File: config.mk
export PLATFORM = sky130hd
export DESIGN_NAME = uart_rx_flat
export DESIGN_NICKNAME = d
export VERILOG_FILES = /design/src/rtl/uart_pkg.sv /design/src/rtl/uart_rx_if.sv /design/src/rtl/uart_sync.sv /design/src/rtl/uart_rx.sv /design/src/flat_wrapper.sv
export SDC_FILE = /design/constraint.sdc
export NUM_CORES = 1
export LEC_CHECK = 0
export BUFFER_PORTS_ARGS = -buffer_cell sky130_fd_sc_hd__buf_4
export CORE_MARGIN = 2
export CORE_UTILIZATION = 58
export CTS_CLUSTER_DIAMETER = 100
export DETAILED_ROUTE_END_ITERATION = 7
export PLACE_DENSITY = 0.82
export SLEW_MARGIN = 15
export SYNTH_ARGS = -nofsm -noshare
export SYNTH_HDL_FRONTEND = slang
export SYNTH_SLANG_ARGS = --single-unit
File: constraint.sdc
create_clock -name clock -period 2.8 [get_ports clock]
set_input_delay 0.56 -clock clock [delete_from_list [all_inputs] [get_ports clock]]
set_output_delay 0.56 -clock clock [all_outputs]
set_load 0.005 [all_outputs]
File: src/rtl/uart_pkg.sv
// -----------------------------------------------------------------------------
// uart_pkg
//   Shared UART definitions, used by both the receive and transmit sides.
//   - DATA_BITS       : payload width of one serial frame
//   - uart_rx_state_t : receiver FSM states
// -----------------------------------------------------------------------------
package uart_pkg;

    localparam int DATA_BITS = 8;

    typedef enum logic [2:0] {
        IDLE,
        START,
        DATA,
        STOP,
        BREAK
    } uart_rx_state_t;

endpackage : uart_pkg

File: src/rtl/uart_rx_if.sv
// -----------------------------------------------------------------------------
// uart_rx_if
//   Bundle between the RX pin, the receiver and the byte consumer.
//   - i_serial    : raw asynchronous serial line, idle high
//   - o_data      : last good byte, held until the next good byte
//   - o_valid     : 1-cycle pulse, o_data holds a new good byte
//   - o_frame_err : 1-cycle pulse, stop bit was sampled low
//   - o_busy      : receiver is inside a frame (state != IDLE)
//   Modports: master = the receiver, slave = pin driver / byte consumer.
// -----------------------------------------------------------------------------
import uart_pkg::*;

interface uart_rx_if;

    logic                 i_serial;
    logic [DATA_BITS-1:0] o_data;
    logic                 o_valid;
    logic                 o_frame_err;
    logic                 o_busy;

    modport master (
        input  i_serial,
        output o_data,
        output o_valid,
        output o_frame_err,
        output o_busy
    );

    modport slave (
        output i_serial,
        input  o_data,
        input  o_valid,
        input  o_frame_err,
        input  o_busy
    );

endinterface : uart_rx_if

File: src/rtl/uart_sync.sv
// -----------------------------------------------------------------------------
// uart_sync
//   Two-flop synchronizer for a single asynchronous input.
//   - clock     : destination clock
//   - reset     : synchronous, active-high; both flops load RESET_VAL
//   - d         : asynchronous input
//   - q         : synchronized output
// -----------------------------------------------------------------------------
module uart_sync #(
    parameter logic RESET_VAL = 1'b1
) (
    input  logic clock,
    input  logic reset,
    input  logic d,
    output logic q
);

    logic meta;

    // NOTE: sequential state is always assigned with <= so every flop samples
    // the pre-edge value of its source; '=' here would collapse the two stages.
    always_ff @(posedge clock) begin
        if (reset) begin
            meta <= RESET_VAL;
            q    <= RESET_VAL;
        end else begin
            meta <= d;
            q    <= meta;
        end
    end

endmodule : uart_sync

File: src/rtl/uart_rx.sv
// -----------------------------------------------------------------------------
// uart_rx
//   8N1 UART receiver, LSB first, idle-high line. Each good byte is presented
//   on o_data with a 1-cycle o_valid pulse; a low stop bit gives a 1-cycle
//   o_frame_err pulse and the receiver waits in BREAK until the line is high.
//   - clock      : system clock
//   - reset      : synchronous, active-high
//   - bus        : uart_rx_if master (i_serial in; o_data/o_valid/
//                  o_frame_err/o_busy out)
//   Parameter clocks_per_bit (>= 4): clock cycles per serial bit.
// -----------------------------------------------------------------------------
module uart_rx
    import uart_pkg::*;
#(
    parameter int clocks_per_bit = 20000
) (
    input  logic       clock,
    input  logic       reset,
    uart_rx_if.master  bus
);

    localparam int TIMER_W = $clog2(clocks_per_bit);
    localparam logic [TIMER_W-1:0] TIMER_FULL = TIMER_W'(clocks_per_bit - 1);
    localparam logic [TIMER_W-1:0] TIMER_HALF = TIMER_W'(clocks_per_bit / 2 - 1);
    localparam logic [2:0]         LAST_BIT   = 3'(DATA_BITS - 1);

    uart_rx_state_t       state, next_state;
    logic                 rx, rx_prev;
    logic [TIMER_W-1:0]   timer;
    logic [2:0]           bit_idx;
    logic [DATA_BITS-1:0] shreg;
    logic                 start_edge, timer_zero;
    logic                 load_data, frame_err_set;

    uart_sync #(.RESET_VAL(1'b1)) u_sync (
        .clock (clock),
        .reset (reset),
        .d     (bus.i_serial),
        .q     (rx)
    );

    // rx_prev resets high, so a line held low out of reset yields one edge.
    always_ff @(posedge clock) begin
        if (reset) rx_prev <= 1'b1;
        else       rx_prev <= rx;
    end

    assign start_edge = rx_prev & ~rx;
    assign timer_zero = (timer == '0);

    // State register
    always_ff @(posedge clock) begin
        if (reset) state <= IDLE;
        else       state <= next_state;
    end

    // Next-state logic
    // NOTE: next_state gets a default before the case so no path leaves it
    // unassigned, which would otherwise infer a latch.
    always_comb begin
        next_state = state;
        unique case (state)
            IDLE:  if (start_edge)                        next_state = START;
            START: if (timer_zero)                        next_state = rx ? IDLE : DATA;
            DATA:  if (timer_zero && bit_idx == LAST_BIT) next_state = STOP;
            STOP:  if (timer_zero)                        next_state = rx ? IDLE : BREAK;
            BREAK: if (rx)                                next_state = IDLE;
            default:                                      next_state = IDLE;
        endcase
    end

    // Output decode
    always_comb begin
        load_data     = (state == STOP) && timer_zero &&  rx;
        frame_err_set = (state == STOP) && timer_zero && !rx;
        bus.o_busy    = (state != IDLE);
    end

    // Bit timer, bit index and shift register. IDLE is re-entered at
    // mid-stop-bit so a start edge right after the stop bit is not lost.
    always_ff @(posedge clock) begin
        if (reset) begin
            timer   <= '0;
            bit_idx <= '0;
            shreg   <= '0;
        end else begin
            unique case (state)
                IDLE: if (start_edge) timer <= TIMER_HALF;
                START: begin
                    if (timer_zero) begin
                        timer   <= TIMER_FULL;
                        bit_idx <= '0;
                    end else begin
                        timer <= timer - TIMER_W'(1);
                    end
                end
                DATA: begin
                    if (timer_zero) begin
                        shreg   <= {rx, shreg[DATA_BITS-1:1]};
                        timer   <= TIMER_FULL;
                        bit_idx <= bit_idx + 3'd1;
                    end else begin
                        timer <= timer - TIMER_W'(1);
                    end
                end
                STOP: if (!timer_zero) timer <= timer - TIMER_W'(1);
                default: ;
            endcase
        end
    end

    // Registered outputs; the two pulses are mutually exclusive by decode.
    always_ff @(posedge clock) begin
        if (reset) begin
            bus.o_data      <= '0;
            bus.o_valid     <= 1'b0;
            bus.o_frame_err <= 1'b0;
        end else begin
            bus.o_valid     <= load_data;
            bus.o_frame_err <= frame_err_set;
            if (load_data) bus.o_data <= shreg;
        end
    end

endmodule : uart_rx

File: src/flat_wrapper.sv
// flat-port wrapper written by rule: the top's interface ports become plain ports
module uart_rx_flat import uart_pkg::*;
#(
    parameter int clocks_per_bit = 20000
)
  (clock, reset, bus_i_serial, bus_o_data, bus_o_valid, bus_o_frame_err, bus_o_busy);
  uart_rx_if bus_i ();
  input  logic clock;
  input  logic reset;
  input wire logic [$bits(bus_i.i_serial)-1:0] bus_i_serial;
  output wire logic [$bits(bus_i.o_data)-1:0] bus_o_data;
  output wire logic [$bits(bus_i.o_valid)-1:0] bus_o_valid;
  output wire logic [$bits(bus_i.o_frame_err)-1:0] bus_o_frame_err;
  output wire logic [$bits(bus_i.o_busy)-1:0] bus_o_busy;
  assign bus_i.i_serial = bus_i_serial;
  assign bus_o_data = bus_i.o_data;
  assign bus_o_valid = bus_i.o_valid;
  assign bus_o_frame_err = bus_i.o_frame_err;
  assign bus_o_busy = bus_i.o_busy;
  uart_rx #(.clocks_per_bit(clocks_per_bit)) u_core (.clock(clock), .reset(reset), .bus(bus_i));
endmodule
==> flow_summary.json <==
{
  "mostFrequentLayoutCells": "dfxtp_1, nor2_1, mux2i_1",
  "diodes": 0,
  "vias_per_cell": 6.17,
  "cts.sinks": 42,
  "die_h_um": 61.6,
  "firstDrtPassIters": 4,
  "overflow": 0,
  "grt_pass1_wl_um": 6900,
  "postSynthAreaPerCell_um2": 9.07,
  "hold_viol": 0,
  "synth_cell_types": 46,
  "clock.fmax_mhz": 394,
  "hpwl_um": 2970,
  "drive_above_1_share_pct": 17.3,
  "synth-seq-cells": 42,
  "cts_buffers": 5,
  "syn_inst": 212,
  "ant_nets": 0,
  "cts_hold_buffers": 0,
  "hold_start": "bus_i_serial",
  "finClkSkew_ns": 0.0181,
  "start_kind": "flop",
  "cts_resized": 0,
  "setup_tns_ns": 0,
  "nNetsFinal": 230,
  "vias": 1659,
  "leakage_nw": 0.843,
  "path_class": "reg2reg",
  "cts-root-buf": "clkbuf_4",
  "grt_max_degree": 37,
  "rsz0062_at_grt": "no",
  "synth-seq-area-share_pct": 43.8,
  "grt_usage_pct": 24.3,
  "grt_pass1_vias": 1592,
  "antenna_found_initial": 0,
  "start_util_pct": 61.9,
  "whs_path_depth": 2,
  "hp-class": "in2reg",
  "r2r_setup_slack_ns": 0.26,
  "power_density_mw_per_mm2": 590,
  "drc": 0,
  "reg2reg_from": "u_core.timer[0]",
  "io_pins": 14,
  "synth_flop_cell": "dfxtp_1",
  "h-tree-depth": 2,
  "cts_setup_buffers": 0,
  "power.total_mw": 1.24,
  "syn_area_mm2": 0.00192,
  "yosys_warnings": 0,
  "relSlewSlack_pct": 58.7,
  "setup_viol": 0,
  "ir_worst_vdd_v": 0.000418,
  "synth-edff-count": 0,
  "worstPathArrival_ns": 2.79,
  "cp-end-kind": "flop",
  "routed_wl_um": 4070,
  "path_clk_slew_ns": 0.12,
  "finalCritPeriodShare_pct": 90.7,
  "required_ns": 3.05,
  "period_needed_ns": 2.54,
  "worstMarginPinSlew_ns": 0.618,
  "crit_fanout": 9,
  "run_status": "complete, no violations",
  "synthToLayoutAreaGrowth_pct": 9.57,
  "clkLatencyLatePin_ns": 0.35,
  "wl_per_cell_um": 15.1,
  "drtIter0Drc": 154,
  "synthArstFlopShare_pct": 0,
  "rr_worst_depth": 7,
  "fp.coreArea_mm2": 0.00310,
  "place.gp.congestion": 0.931,
  "cts_tree": "built",
  "final_common_cell": "dfxtp_1",
  "maxCapViolCount": 0,
  "dieWidth_um": 61.6,
  "hold_end": "u_core.u_sync.meta",
  "rr_endpoint": "u_core.timer[13]",
  "max-clock-path-buffers": 2,
  "syn_nets": 218,
  "port_buffers": 13,
  "die-area_mm2": 0.00379,
  "finalMaxSlewViolations": 0,
  "rows": 20
}
how the worst max path moves through the flow:
stage	startpoint	to	slack, ns
detailed placement	u_core.timer[1]	u_core.timer[13]	0.30
floorplan	u_core.timer[0]	u_core.shreg[1]	0.42
finish	u_core.timer[0]	u_core.timer[13]	0.26
CTS	u_core.timer[0]	u_core.timer[13]	0.28
global placement	u_core.timer[0]	u_core.timer[13]	0.41
global route	u_core.timer[1]	u_core.timer[13]	0.08
logic make-up (layout without fill, tap and decap cells):
family | count (synthesis) | after routing | share of synthesized area [%]
AOI/OAI and AO/OA | 41 | 41 | 15.2
xor gates and xnor gates | 3 | 3 | 1.37
adders and majority gates | 4 | 4 | 2.54
buffers and inverters | 16 | 29 | 3.78
DFF | 42 | 42 | 43.8
muxes | 18 | 18 | 9.37
and+or+nand+nor | 88 | 88 | 24.0
Yosys cell counts (2+ instances only):
cell / instances / area [um^2]
or3_1: 7 / 43.8
clkbuf_1: 9 / 33.8
o21ai_1: 3 / 15.0
ha_1: 3 / 37.5
nand2b_1: 2 / 12.5
nand3_1: 4 / 20.0
dfxtp_1: 42 / 841
nor2_1: 39 / 146
a221oi_1: 2 / 17.5
a211oi_1: 4 / 30.0
nand4_1: 2 / 12.5
o41ai_1: 2 / 17.5
nor3_1: 7 / 35.0
nand2_1: 7 / 26.3
or4_4: 2 / 22.5
o21ai_0: 2 / 10.0
mux2i_1: 18 / 180
a311oi_1: 3 / 26.3
inv_1: 4 / 15.0
a22oi_1: 3 / 22.5
nor4_1: 4 / 25.0
xor2_1: 2 / 17.5
o21ai_2: 2 / 17.5
or4_1: 2 / 15.0
a21oi_1: 11 / 55.1
or2_2: 6 / 37.5
critical path, stage by stage (launching register included):
cell      delay [ns]
dfxtp_1         0.37
inv_1           0.07
ha_1            0.21
or4b_1          0.58
or4_4           0.52
o21ai_2         0.38
a21oi_1         0.07
o2111a_1        0.25
where the power goes:
| part | switching [mW] | leakage (nW) | internal [mW] |
|---|---|---|---|
| registers | 0.0337 | 0.341 | 0.622 |
| clock network | 0.200 | 0.0312 | 0.0978 |
| logic | 0.178 | 0.471 | 0.112 |
| total | 0.412 | 0.843 | 0.831 |
flip-flops by register name, summed over array words and instances (netlist names):
signal	cells
u_core.bit_idx	3
u_core.u_sync.q	1
u_core.bus.o_data	8
u_core.timer	15
u_core.u_sync.meta	1
u_core.bus.o_valid	1
u_core.shreg	8
u_core.state	3
u_core.bus.o_frame_err	1
u_core.rx_prev	1
metrics by stage:
stage / area [um^2] / util (%) / hold WS [ns] / setup WS (ns) / instances
floorplan: 1920 / - / 0.389 / 0.424 / 212
global placement: 2050 / 66.0 / 0.392 / 0.408 / 261
detailed placement: 2050 / 66.0 / 0.405 / 0.303 / 261
CTS: 2110 / 67.9 / 0.401 / 0.278 / 269
global route: 2110 / 67.9 / 0.383 / 0.0817 / 269
finish: 2110 / 67.9 / 0.410 / 0.260 / 269
final cells by class:
cell class / instances / area (um^2)
multi-input cells: 154 / 1010
inverters: 4 / 15.0
well taps: 44 / 55.1
fillers: 279 / 997
clock buffers: 5 / 37.5
repair buffers: 17 / 128
flip-flops and latches: 42 / 841
clock inverters: 3 / 21.3
per-layer routing:
metal  vias up  global-route usage (%)  share of wire, %
li1        797                       -                 -
met1       784                    29.5                41
met2        68                    40.2                51
met3        10                    7.14               6.4
met4         0                    10.3               1.4
met5         -                       0                 0
Power figures use the tool's default switching activity.
